File: src/rtl/fg_island_prog_sequencer.sv
// Programming sequencer for one floating-gate island: takes one command at a time, drives the
// column/row decoders, issues a train of timed inject/tunnel/measure pulses and reports status.
module fg_island_prog_sequencer #(
  parameter int unsigned H_BITS    = 4,
  parameter int unsigned V_BITS    = 3,
  parameter int unsigned NUM_COLS  = 10,
  parameter int unsigned NUM_ROWS  = 8,
  parameter int unsigned CNT_W     = 8,
  parameter int unsigned TIM_W     = 16,
  parameter int unsigned SETUP_CYC = 4
) (
  input  logic              clk,
  input  logic              rst_n,
  input  logic              cmd_valid,
  output logic              cmd_ready,
  input  logic [H_BITS-1:0] cmd_col,
  input  logic [V_BITS-1:0] cmd_row,
  input  logic [1:0]        cmd_mode,
  input  logic [CNT_W-1:0]  cmd_pulses,
  input  logic [TIM_W-1:0]  cmd_width,
  input  logic [TIM_W-1:0]  cmd_gap,
  input  logic              abort,
  output logic [H_BITS-1:0] h_addr,
  output logic              h_en,
  output logic [V_BITS-1:0] v_addr,
  output logic              v_en,
  output logic              inj_pulse,
  output logic              tun_pulse,
  output logic              meas_en,
  output logic              busy,
  output logic              rsp_valid,
  input  logic              rsp_ready,
  output logic [1:0]        rsp_status,
  output logic [CNT_W-1:0]  rsp_count
);

  typedef enum logic [2:0] {StIdle, StSetup, StPulse, StGap, StRelease, StResp} state_e;

  localparam logic [1:0] ModeInj     = 2'b00;
  localparam logic [1:0] ModeTun     = 2'b01;
  localparam logic [1:0] ModeMeas    = 2'b10;
  localparam logic [1:0] ModeRsvd    = 2'b11;
  localparam logic [1:0] StatOk      = 2'b00;
  localparam logic [1:0] StatAbort   = 2'b01;
  localparam logic [1:0] StatBadAddr = 2'b10;
  localparam logic [1:0] StatBadCmd  = 2'b11;
  localparam logic [TIM_W-1:0] SetupLoad = TIM_W'(SETUP_CYC - 1);

  state_e           state_q;
  logic [1:0]       mode_q, status_q;
  logic [CNT_W-1:0] pulses_q, cnt_q, cnt_inc;
  logic [TIM_W-1:0] width_q, gap_q, timer_q;
  logic [TIM_W-1:0] timer_dec, width_load, gap_load;
  logic             bad_addr, bad_cmd, last_pulse, timer_done, abortable;
  logic             sel_inj, sel_tun, sel_meas;

  always_comb begin
    bad_addr   = (32'(cmd_col) >= NUM_COLS) || (32'(cmd_row) >= NUM_ROWS);
    bad_cmd    = (cmd_mode == ModeRsvd) || (cmd_pulses == '0) || (cmd_width == '0);
    cnt_inc    = cnt_q + CNT_W'(1);
    last_pulse = (cnt_inc == pulses_q);
    timer_done = (timer_q == '0);
    timer_dec  = timer_q - TIM_W'(1);
    width_load = width_q - TIM_W'(1);
    gap_load   = gap_q - TIM_W'(1);
    abortable  = (state_q == StSetup) || (state_q == StPulse) || (state_q == StGap);
    sel_inj    = (mode_q == ModeInj);
    sel_tun    = (mode_q == ModeTun);
    sel_meas   = (mode_q == ModeMeas);
  end

  always_ff @(posedge clk or negedge rst_n) begin
    if (!rst_n) begin
      state_q    <= StIdle;
      mode_q     <= '0;
      status_q   <= StatOk;
      pulses_q   <= '0;
      cnt_q      <= '0;
      width_q    <= '0;
      gap_q      <= '0;
      timer_q    <= '0;
      cmd_ready  <= 1'b1;
      busy       <= 1'b0;
      h_addr     <= '0;
      h_en       <= 1'b0;
      v_addr     <= '0;
      v_en       <= 1'b0;
      inj_pulse  <= 1'b0;
      tun_pulse  <= 1'b0;
      meas_en    <= 1'b0;
      rsp_valid  <= 1'b0;
      rsp_status <= '0;
      rsp_count  <= '0;
    end else if (abort && abortable) begin
      // A partial pulse is dropped and not counted; enables stay up for the release cycle.
      state_q   <= StRelease;
      status_q  <= StatAbort;
      inj_pulse <= 1'b0;
      tun_pulse <= 1'b0;
      meas_en   <= 1'b0;
    end else begin
      unique case (state_q)
        StIdle: begin
          if (cmd_valid) begin
            mode_q    <= cmd_mode;
            pulses_q  <= cmd_pulses;
            width_q   <= cmd_width;
            gap_q     <= cmd_gap;
            cnt_q     <= '0;
            cmd_ready <= 1'b0;
            if (bad_addr || bad_cmd) begin
              state_q    <= StResp;
              rsp_valid  <= 1'b1;
              rsp_status <= bad_addr ? StatBadAddr : StatBadCmd;
              rsp_count  <= '0;
            end else begin
              state_q <= StSetup;
              busy    <= 1'b1;
              h_addr  <= cmd_col;
              v_addr  <= cmd_row;
              h_en    <= 1'b1;
              v_en    <= 1'b1;
              timer_q <= SetupLoad;
            end
          end
        end
        StSetup, StGap: begin
          if (timer_done) begin
            state_q   <= StPulse;
            timer_q   <= width_load;
            inj_pulse <= sel_inj;
            tun_pulse <= sel_tun;
            meas_en   <= sel_meas;
          end else begin
            timer_q <= timer_dec;
          end
        end
        StPulse: begin
          if (timer_done) begin
            cnt_q <= cnt_inc;
            if (last_pulse || gap_q != '0) begin
              state_q   <= last_pulse ? StRelease : StGap;
              status_q  <= StatOk;
              timer_q   <= gap_load;
              inj_pulse <= 1'b0;
              tun_pulse <= 1'b0;
              meas_en   <= 1'b0;
            end else begin
              // Zero gap: reload and keep the pulse output high for a back-to-back pulse.
              timer_q <= width_load;
            end
          end else begin
            timer_q <= timer_dec;
          end
        end
        StRelease: begin
          state_q    <= StResp;
          busy       <= 1'b0;
          h_en       <= 1'b0;
          v_en       <= 1'b0;
          h_addr     <= '0;
          v_addr     <= '0;
          rsp_valid  <= 1'b1;
          rsp_status <= status_q;
          rsp_count  <= cnt_q;
        end
        StResp: begin
          if (rsp_ready) begin
            state_q    <= StIdle;
            rsp_valid  <= 1'b0;
            rsp_status <= '0;
            rsp_count  <= '0;
            cmd_ready  <= 1'b1;
          end
        end
        default: state_q <= StIdle;
      endcase
    end
  end

endmodule
File: config.mk
export PLATFORM = sky130hd
export DESIGN_NAME = fg_island_prog_sequencer
export DESIGN_NICKNAME = d
export VERILOG_FILES = /design/src/rtl/fg_island_prog_sequencer.sv
export SDC_FILE = /design/constraint.sdc
export NUM_CORES = 1
export LEC_CHECK = 0
export ABC_CLOCK_PERIOD_IN_PS = 3660
export BUFFER_PORTS_ARGS = -buffer_cell sky130_fd_sc_hd__buf_2
export CORE_UTILIZATION = 45
export CTS_BUF_LIST = sky130_fd_sc_hd__clkbuf_16
export DETAILED_ROUTE_END_ITERATION = 16
export PLACE_DENSITY = 0.67
export SLEW_MARGIN = 20
export SYNTH_ARGS = -nofsm -noshare
export SYNTH_HDL_FRONTEND = slang
export SYNTH_SLANG_ARGS = --single-unit
File: constraint.sdc
create_clock -name clk -period 3.66 [get_ports clk]
set_input_delay 0.732 -clock clk [delete_from_list [all_inputs] [get_ports clk]]
set_output_delay 0.732 -clock clk [all_outputs]
set_load 0.01 [all_outputs]
==> results.py, run 1 <==
metrics = {
    "floorplanning": {
        "num_rows": 39,
        "die_h_um": 112,
        "die-area_mm2": 0.0125,
        "start_util_pct": 46.7,
        "die_w_um": 112,
        "core_mm2": 0.0116,
        "io_pins": 79,
    },
    "clock_tree": {
        "post_cts_resized": 0,
        "cts_tree": "yes",
        "post_cts_buffers": 0,
        "holdBufCountCts": 0,
        "clockBufferDepth": 2,
        "cts_buffers": 9,
        "clk_latency_ns": 0.34,
        "root_buffer": "clkbuf_16",
        "clk_pin_slew_ns": 0.06,
        "cts_max_level": 3,
        "clock_sinks": 93,
    },
    "synthesis": {
        "yosys_warnings": 0,
        "syn_nets": 623,
        "synth.avg_cell_area_um2": 9.60,
        "postSynthCellCount": 563,
        "ys_ff_latch": 93,
        "yosysSeqAreaShare_pct": 43.1,
        "synth_area_mm2": 0.00541,
        "async_flop_share_pct": 100,
        "synth.distinct_cells": 59,
        "synth_enable_flop_cells": 0,
        "synth_flop_cell": "dfrtp_1",
    },
    "status": {
        "status": "finished with violations",
        "violations": "design-rule violations",
    },
    "drt": {
        "viasPerCell": 6.05,
        "drt_first_pass_iters": 11,
        "wl_per_cell_um": 17.9,
        "drc": 2,
        "wirelength_um": 14000,
        "vias": 4727,
        "drtAntennaViolNets": 0,
        "dr.first_iter.drc_count": 319,
    },
    "timing": {
        "max_slew.worst_pin.slew_ns": 0.701,
        "period_minus_slack_ns": 3.13,
        "setup_viol": 0,
        "skew_ns": 0.00530,
        "hold_violations": 0,
        "rsz0062_at_grt": "no",
        "slew-limit-headroom_pct": 53.3,
        "hold-worst-slack_ns": 0.393,
        "min_period_over_period_pct": 85.6,
        "finalSetupTns_ns": 0,
        "slew_violations": 0,
        "fmax_mhz": 319,
    },
    "placed_design": {
        "dp_hpwl_um": 10400,
        "io_buffers": 78,
        "gp_congestion": 0.960,
    },
    "final_layout": {
        "drive_gt1_share_pct": 24.0,
        "final_common_cell": "dfrtp_1",
        "utilization_pct": 53.8,
        "fin_nets": 693,
        "layout_common_cells": "92 x dfrtp_1, 77 x buf_2, 55 x nand2_1, 40 x o21ai_0, 38 x mux2_2",
        "syn_to_final_growth_pct": 15.2,
        "antennaDiodeCount": 0,
    },
    "setup_path": {
        "critical_path_arrival_ns": 3.36,
        "crit_type": "register to register",
        "endpoint_kind": "register",
        "critPathMaxFanout": 10,
        "cp-start-kind": "register",
        "crit_required_ns": 3.89,
    },
    "global_routing": {
        "grt-ovfl-total": 0,
        "antenna_found_initial": 0,
        "grt_pass1_wl_um": 23300,
        "grt_max_degree": 49,
        "grt_usage_pct": 23.7,
        "first_global_vias": 4400,
    },
    "power": {
        "p_total_mw": 5.36,
        "ir_drop_v": 0.000387,
        "power_density_mw_per_mm2": 860,
        "p_leak_nw": 2.68,
    },
    "hold_path": {
        "worstHoldPathType": "primary input to async pin",
    },
    "run": {
        "maxCapViolCount": 0,
    },
}
synth_stat cells, types with 3 or more instances:
library cell / count / area share (%)
or3_1: 8 / 0.93
nor4_1: 15 / 1.7
nand4_1: 4 / 0.46
nor3b_1: 4 / 0.56
nor2b_1: 4 / 0.46
o21ai_1: 4 / 0.37
a21oi_1: 14 / 1.3
and3_1: 6 / 0.69
nand2_1: 55 / 3.8
or4_1: 4 / 0.56
o31ai_1: 7 / 0.97
nand3_1: 24 / 2.2
a32o_1: 3 / 0.56
o41ai_1: 6 / 0.97
xnor2_1: 24 / 3.9
nand2b_1: 9 / 1.0
nor2_1: 32 / 2.2
nor3_1: 19 / 1.8
inv_1: 14 / 0.97
dfrtp_1: 92 / 43
xor2_1: 16 / 2.6
mux2_2: 38 / 7.9
mux2i_1: 6 / 1.1
o221ai_1: 5 / 0.81
a22oi_1: 3 / 0.42
and2_1: 4 / 0.46
a31oi_1: 8 / 0.93
clkbuf_1: 21 / 1.5
ha_1: 6 / 1.4
a21o_1: 5 / 0.69
nand4b_1: 3 / 0.49
buf_4: 5 / 0.69
o211ai_1: 3 / 0.42
a211o_1: 3 / 0.49
a22o_1: 19 / 3.1
o21ai_0: 40 / 3.7
stage by stage:
step / cell area [µm²] / cells / setup WS (ns)
after floorplan: 5410 / 563 / 1.04
after global placement: 5930 / 765 / 0.653
after detailed placement: 5930 / 765 / 0.586
after CTS: 6230 / 781 / 0.558
after global routing: 6230 / 781 / 0.299
final: 6230 / 781 / 0.526
logic make-up (layout without fill, tap and decap cells):
group	Yosys count	after routing	synth area share, %
multiplexers	44	44	9.03
AND/OR/NAND/NOR	202	202	19.3
XOR/XNOR	40	40	6.48
adder cells (fa/ha/maj)	6	6	1.39
AO/OA/AOI/OAI	135	135	17.4
flip-flops	93	93	43.1
buffers and inverters	43	118	3.36
where the power goes:
group | leakage, nW | internal (mW) | total (mW) | switching [mW]
logic | 1.36 | 1.06 | 2.45 | 1.38
registers | 1.17 | 1.44 | 1.97 | 0.525
clock network | 0.144 | 0.532 | 0.938 | 0.406
total | 2.68 | 3.04 | 5.36 | 2.31
registers in the layout, summed over array words and instances, names as in the netlist, 2 cells and up:
| register | cells |
|---|---|
| cnt_q | 8 |
| gap_q | 16 |
| h_addr | 4 |
| mode_q | 2 |
| pulses_q | 8 |
| rsp_count | 8 |
| rsp_status | 2 |
| state_q | 3 |
| timer_q | 16 |
| v_addr | 3 |
| width_q | 16 |
final timing paths:
kind	startpoint	cells after the start	slack (ns)	endpoint
min in group clk	tun_pulse	2	0.49	tun_pulse
min	rst_n	1	0.39	rsp_count[3]
max	cnt_q[0]	9	0.53	timer_q[2]
max in group asynchronous	rst_n	2	2.48	rsp_status[1]
max reg2reg	cnt_q[0]	9	0.53	timer_q[2]
min reg2reg	tun_pulse	2	0.49	tun_pulse
per-layer routing:
metal	track usage, %	up-vias	wire (µm)
li1	-	2228	-
met1	34.2	2271	6610
met2	35.3	194	6240
met3	4.74	34	863
met4	8.47	0	298
met5	0	-	0
worst max-delay path: stages (launching register included):
cell and delay [ns]:
dfrtp_1 0.48, ha_1 0.36, nand3_1 0.17, or3_4 0.41, a2111oi_4 0.71, buf_4 0.28
o21ai_1 0.08, a31oi_1 0.18, nor3_1 0.06, a211o_1 0.29
area by class of cell:
type | instances | area [µm²]
well taps | 143 | 179
multi-input cells | 427 | 2900
inverters | 14 | 52.6
flip-flops and latches | 93 | 2330
clock inverters | 7 | 72.6
clock buffers | 9 | 225
repair buffers | 88 | 468
fillers | 1015 | 5340
Note: power is estimated with default switching activity, not from simulation.
==> inputs of run 2 (changes only) <==
--- a/config.mk
+++ b/config.mk
@@ -5,12 +5,12 @@
 export SDC_FILE = /design/constraint.sdc
 export NUM_CORES = 1
 export LEC_CHECK = 0
-export ABC_CLOCK_PERIOD_IN_PS = 3660
+export ABC_CLOCK_PERIOD_IN_PS = 2600
 export BUFFER_PORTS_ARGS = -buffer_cell sky130_fd_sc_hd__buf_2
 export CORE_UTILIZATION = 45
 export CTS_BUF_LIST = sky130_fd_sc_hd__clkbuf_16
 export DETAILED_ROUTE_END_ITERATION = 16
-export PLACE_DENSITY = 0.67
+export PLACE_DENSITY = 0.7
 export SLEW_MARGIN = 20
 export SYNTH_ARGS = -nofsm -noshare
 export SYNTH_HDL_FRONTEND = slang
==> constraint.sdc (replaced) <==
create_clock -name clk -period 2.6 [get_ports clk]
set_input_delay 0.52 -clock clk [delete_from_list [all_inputs] [get_ports clk]]
set_output_delay 0.52 -clock clk [all_outputs]
set_load 0.01 [all_outputs]
==> run 2 against run 1 <==
The flow finishes with violations (negative setup slack); flip-flop and latch count is the same; critical path depth grew 1; sequential power grew 37%; global-route usage grew 2.3 points; cell area grew 13%; clock power grew 41%; critical endpoint is now timer_q[5]; largest power group unchanged.
==> results.py, run 2 (same netlist as run 1, synthesis figures left out) <==
metrics = {
    "status": {
        "status": "finished with violations",
        "violations": "negative setup slack",
    },
    "clock_tree": {
        "holdBufCountCts": 0,
        "cts_buffers": 9,
        "clockBufferDepth": 2,
        "root_buffer": "clkbuf_16",
        "clk_latency_ns": 0.36,
        "cts_tree": "yes",
        "cts_max_level": 3,
        "clk_pin_slew_ns": 0.07,
        "clock_sinks": 93,
    },
    "global_routing": {
        "grt_max_degree": 45,
        "grt-ovfl-total": 0,
        "grt_usage_pct": 26.0,
        "grt_pass1_wl_um": 25200,
        "first_global_vias": 4898,
        "antenna_found_initial": 1,
    },
    "setup_path": {
        "cp-start-kind": "register",
        "crit_type": "register to register",
        "critPathMaxFanout": 3,
        "endpoint_kind": "register",
        "critical_path_arrival_ns": 3.02,
        "crit_required_ns": 2.85,
    },
    "placed_design": {
        "dp_hpwl_um": 11500,
        "post-place-cells": 816,
        "io_buffers": 78,
        "gp_congestion": 0.908,
    },
    "timing": {
        "max_slew.worst_pin.slew_ns": 0.650,
        "min_period_over_period_pct": 107,
        "slew_violations": 0,
        "skew_ns": 0.00980,
        "hold_violations": 0,
        "rsz0062_at_grt": "yes",
        "period_minus_slack_ns": 2.77,
        "setup_viol": 19,
        "setup_slack_ns": -0.171,
        "fmax_mhz": 361,
        "slew-limit-headroom_pct": 56.4,
        "finalSetupTns_ns": -1.00,
    },
    "final_layout": {
        "regArea_mm2": 0.00233,
        "fin_nets": 755,
        "reg_top3": "gap_q: 16 flops, timer_q: 16 flops, width_q: 16 flops",
        "utilization_pct": 61.0,
        "layout_common_cells": "91 x dfrtp_1, 77 x buf_2, 63 x buf_4, 54 x nand2_1, 38 x mux2_2",
        "drive_gt1_share_pct": 36.6,
        "final_common_cell": "dfrtp_1",
        "syn_to_final_growth_pct": 30.4,
        "multiInputGateArea_mm2": 0.00322,
        "final_cells": 844,
        "fill_cells": 934,
    },
    "drt": {
        "wl_per_cell_um": 18.8,
        "vias": 5038,
        "drtAntennaViolNets": 0,
        "viasPerCell": 5.97,
        "wirelength_um": 15800,
        "drc": 0,
        "dr.first_iter.drc_count": 387,
        "drt_first_pass_iters": 5,
    },
    "floorplanning": {
        "core_mm2": 0.0116,
        "die_w_um": 112,
        "die_h_um": 112,
        "start_util_pct": 46.7,
        "io_pins": 79,
        "num_rows": 39,
        "die-area_mm2": 0.0125,
    },
    "run": {
        "maxCapViolCount": 0,
    },
    "power": {
        "p_sw_share_pct": 43.3,
        "p_leak_nw": 3.10,
        "p_comb_share_pct": 52.2,
        "power_density_mw_per_mm2": 1190,
        "seq_power_share_pct": 32.1,
        "p_sw_mw": 3.64,
        "p_total_mw": 8.41,
        "ir_drop_v": 0.000730,
        "p_clk_share_pct": 15.7,
        "p_int_mw": 4.77,
    },
    "hold_path": {
        "worstHoldPathType": "primary input to async pin",
    },
}
run 2: final timing paths:
| check | startpoint | slack (ns) | end | cells past startpoint |
|---|---|---|---|---|
| worst max-delay path | cnt_q[1] | -0.17 | timer_q[5] | 10 |
| worst min-delay path | rst_n | 0.17 | cnt_q[5] | 1 |
| worst max register to register | cnt_q[1] | -0.17 | timer_q[5] | 10 |
| worst min register to register | rsp_status[0] | 0.48 | rsp_status[0] | 2 |
| max in group asynchronous | rst_n | 1.74 | cmd_ready | 2 |
| min in group clk | cmd_row[0] | 0.38 | v_addr[0] | 2 |
run 2: through the flow:
stage / instance area, µm² / hold WS, ns / setup WS, ns
after floorplan: 5410 / 0.224 / 0.0472
after global placement: 6330 / 0.468 / -0.0664
after detailed placement: 6330 / 0.469 / -0.182
after CTS: 6750 / 0.190 / -0.0395
after global routing: 7050 / 0.206 / -0.246
final: 7050 / 0.166 / -0.171
run 2: cell type report:
class / instances / share of cell area, %
Inverter: 14 / 0.745
Antenna cell: 1 / 0.0355
Timing Repair Buffer: 150 / 13.9
Clock buffer: 9 / 3.19
Sequential cell: 93 / 33.0
Tap cell: 143 / 2.54
Clock inverter: 7 / 0.941
Multi-Input combinational cell: 427 / 45.6
run 2: worst max-delay path: stages (launching register included):
cell	delay [ns]
dfrtp_1	0.42
ha_4	0.19
nand2b_4	0.15
o41ai_4	0.36
a31oi_2	0.09
a2111oi_4	0.48
buf_4	0.22
nor4_4	0.06
o41ai_2	0.33
nand2_1	0.11
a32o_1	0.26
run 2: power groups by stage:
stage / logic (mW) / registers (mW) / clock network (mW)
global route: 4.76 / 2.77 / 1.40
floorplan: 2.53 / 2.56 / 0
global placement: 3.83 / 2.63 / 0
detailed placement: 3.89 / 2.66 / 0
CTS: 4.06 / 2.66 / 1.34
finish: 4.39 / 2.70 / 1.32
run 2: timing repair:
item / 4_1_cts / 5_1_grt
pin swaps: 6 / 36
gates resized for setup: 20 / 50
endpoints found under the setup margin: 15 / 22
buffers inserted: 2 / 12
run 2: metal layers:
layer / vias to the layer above / GRT usage, % / routed length (µm) / share of wire (%)
met1: 2477 / 36.5 / 7000 / 44
li1: 2352 / - / - / -
met5: - / 0 / 0 / 0
met3: 28 / 3.54 / 998 / 6.3
met2: 181 / 40.2 / 7560 / 48
met4: 0 / 11.4 / 282 / 1.8
==> inputs of run 3 (changes only) <==
--- a/config.mk
+++ b/config.mk
@@ -10,7 +10,9 @@
 export CORE_UTILIZATION = 45
 export CTS_BUF_LIST = sky130_fd_sc_hd__clkbuf_16
 export DETAILED_ROUTE_END_ITERATION = 16
+export MAX_ROUTING_LAYER = met4
 export PLACE_DENSITY = 0.7
+export REMOVE_ABC_BUFFERS = 1
 export SLEW_MARGIN = 20
 export SYNTH_ARGS = -nofsm -noshare
 export SYNTH_HDL_FRONTEND = slang
==> run 3 against run 2 <==
The run ends with design-rule violations, negative setup slack left; critical path depth is 2 higher; flip-flop and latch count stayed put; wire length is 6.1% lower; sequential power is 2% lower; cell count is 0.59% lower; critical endpoint is now timer_q[11]; highest routed layer unchanged.
==> results.py, run 3 (same netlist as run 1, synthesis figures left out) <==
metrics = {
    "floorplanning": {
        "io_pins": 79,
        "start_util_pct": 46.7,
        "die_w_um": 112,
        "die-area_mm2": 0.0125,
        "core_mm2": 0.0116,
        "num_rows": 39,
        "die_h_um": 112,
    },
    "final_layout": {
        "syn_to_final_growth_pct": 27.4,
        "reg_top3": "gap_q: 16 flops, timer_q: 16 flops, width_q: 16 flops",
        "regArea_mm2": 0.00233,
        "multiInputGateArea_mm2": 0.00311,
        "fill_cells": 953,
        "stdcell_area_mm2": 0.00689,
        "final_common_cell": "dfrtp_1",
        "fin_nets": 751,
        "antennaDiodeCount": 0,
        "drive_gt1_share_pct": 34.1,
        "layout_common_cells": "91 x dfrtp_1, 77 x buf_2, 63 x buf_4, 53 x nand2_1, 38 x mux2_2",
    },
    "setup_path": {
        "slowest_stage": "o41ai_4",
        "worstPathCellList": "buf_6 > nand3_4 > o41ai_4 > a31oi_4 > a2111oi_4 > buf_6 > buf_12 > buf_8 > mux2i_2 > o2111ai_2 > a32oi_1 > nand2_1",
        "crit_required_ns": 2.85,
        "worst_path_largest_cell_delay_ns": 0.44,
        "critical_path_arrival_ns": 2.95,
        "cp_common_cell": "buf_6",
        "crit_type": "register to register",
        "critPathMaxFanout": 6,
        "endpoint_kind": "register",
        "r2r_cells": 12,
        "cp-start-kind": "register",
    },
    "timing": {
        "skew_ns": 0.00957,
        "max_slew.worst_pin.slew_ns": 0.648,
        "setup_viol": 11,
        "hold_violations": 0,
        "period_minus_slack_ns": 2.69,
        "finalSetupTns_ns": -0.393,
        "setup_slack_ns": -0.0922,
        "slew_violations": 0,
        "slew-limit-headroom_pct": 56.5,
        "rsz0062_at_grt": "yes",
        "fmax_mhz": 371,
        "min_period_over_period_pct": 104,
    },
    "clock_tree": {
        "root_buffer": "clkbuf_16",
        "clk_pin_slew_ns": 0.07,
        "cts_tree": "yes",
        "clk_latency_ns": 0.36,
        "holdBufCountCts": 0,
        "clock_sinks": 93,
        "cts_max_level": 3,
        "cts_buffers": 9,
        "clockBufferDepth": 2,
    },
    "drt": {
        "drtAntennaViolNets": 0,
        "drc": 2,
        "viasPerCell": 5.92,
        "vias": 4969,
        "dr.first_iter.drc_count": 349,
        "drt_first_pass_iters": 12,
        "wirelength_um": 14900,
        "wl_per_cell_um": 17.7,
    },
    "power": {
        "power_density_mw_per_mm2": 1180,
        "ir_drop_v": 0.000677,
        "p_leak_nw": 3.02,
    },
    "global_routing": {
        "grt_usage_pct": 25.7,
        "grt-ovfl-total": 0,
        "first_global_vias": 4884,
        "grt_max_degree": 50,
        "grt_pass1_wl_um": 24400,
        "antenna_found_initial": 0,
    },
    "placed_design": {
        "placed_cell_area_mm2": 0.00630,
        "gp_congestion": 0.938,
        "io_buffers": 78,
        "dp_hpwl_um": 10800,
    },
    "status": {
        "violations": "design-rule violations, negative setup slack",
        "status": "finished with violations",
    },
    "run": {
        "maxCapViolCount": 0,
    },
    "hold_path": {
        "worstHoldPathType": "primary input to async pin",
    },
}
run 3: cell types whose count changed in the layout (fill, tap and decap cells not counted), sizes merged:
cell and delta:
buf -4, clkinv +3, inv -2, bufinv -1, diode -1
run 3: where the power goes:
part	internal [mW]	leakage (nW)	switching, mW
sequential	2.04	1.17	0.611
combinational	1.92	1.72	2.32
clock	0.640	0.129	0.576
total	4.59	3.02	3.50
run 3: final timing paths:
path	start	endpoint	slack [ns]
max in group asynchronous	rst_n	cnt_q[2]	1.75
worst max register to register	cnt_q[0]	timer_q[11]	-0.09
worst max-delay path	cnt_q[0]	timer_q[11]	-0.09
min in group clk	cmd_gap[0]	gap_q[0]	0.37
worst min-delay path	rst_n	h_addr[3]	0.17
worst min register to register	rsp_status[1]	rsp_status[1]	0.48
run 3: stage by stage:
| stage | hold WS (ns) | instances | utilization (%) | power [mW] | setup slack, ns |
|---|---|---|---|---|---|
| 6_report | 0.171 | 839 | 59.5 | 8.09 | -0.0922 |
| 5_1_grt | 0.238 | 839 | 59.5 | 8.61 | -0.209 |
| 4_1_cts | 0.201 | 834 | 59.0 | 7.96 | -0.0803 |
| 3_5_place_dp | 0.466 | 811 | 54.5 | 6.52 | -0.107 |
| 3_3_place_gp | 0.464 | 811 | 54.5 | 6.39 | -0.0326 |
| 2_1_floorplan | 0.224 | 534 | - | 5.02 | -1.82 |
run 3: final cells by class:
type | count | share of cell area (%)
Clock inverter | 7 | 0.618
Clock buffer | 9 | 3.27
Timing Repair Buffer | 146 | 13.8
Sequential cell | 93 | 33.8
Inverter | 14 | 0.763
Tap cell | 143 | 2.60
Multi-Input combinational cell | 427 | 45.2
run 3: metal layers:
| metal | global-route usage (%) | part of all wire, % | wire length, µm | vias up |
|---|---|---|---|---|
| li1 | - | - | - | 2349 |
| met1 | 33.3 | 44 | 6620 | 2423 |
| met2 | 40.5 | 48 | 7070 | 167 |
| met3 | 3.76 | 5.4 | 801 | 30 |
| met4 | 10.6 | 2.6 | 391 | 0 |
| met5 | - | 0 | 0 | - |
run 3: timing repair:
item / CTS / global route
gates cloned: 1 / 0
setup endpoints to repair: 17 / 22
resized for setup: 32 / 15
buffers inserted: 6 / 7
pin swaps: 14 / 9
run 3: worst max-delay path: cells and delay by family, from the launching register on:
kind	cells	cell delay, ns
AO/OA/AOI/OAI	5	1.26
flip-flops	1	0.41
AND/OR/NAND/NOR	2	0.17
buffers and inverters	4	0.54
multiplexers	1	0.21
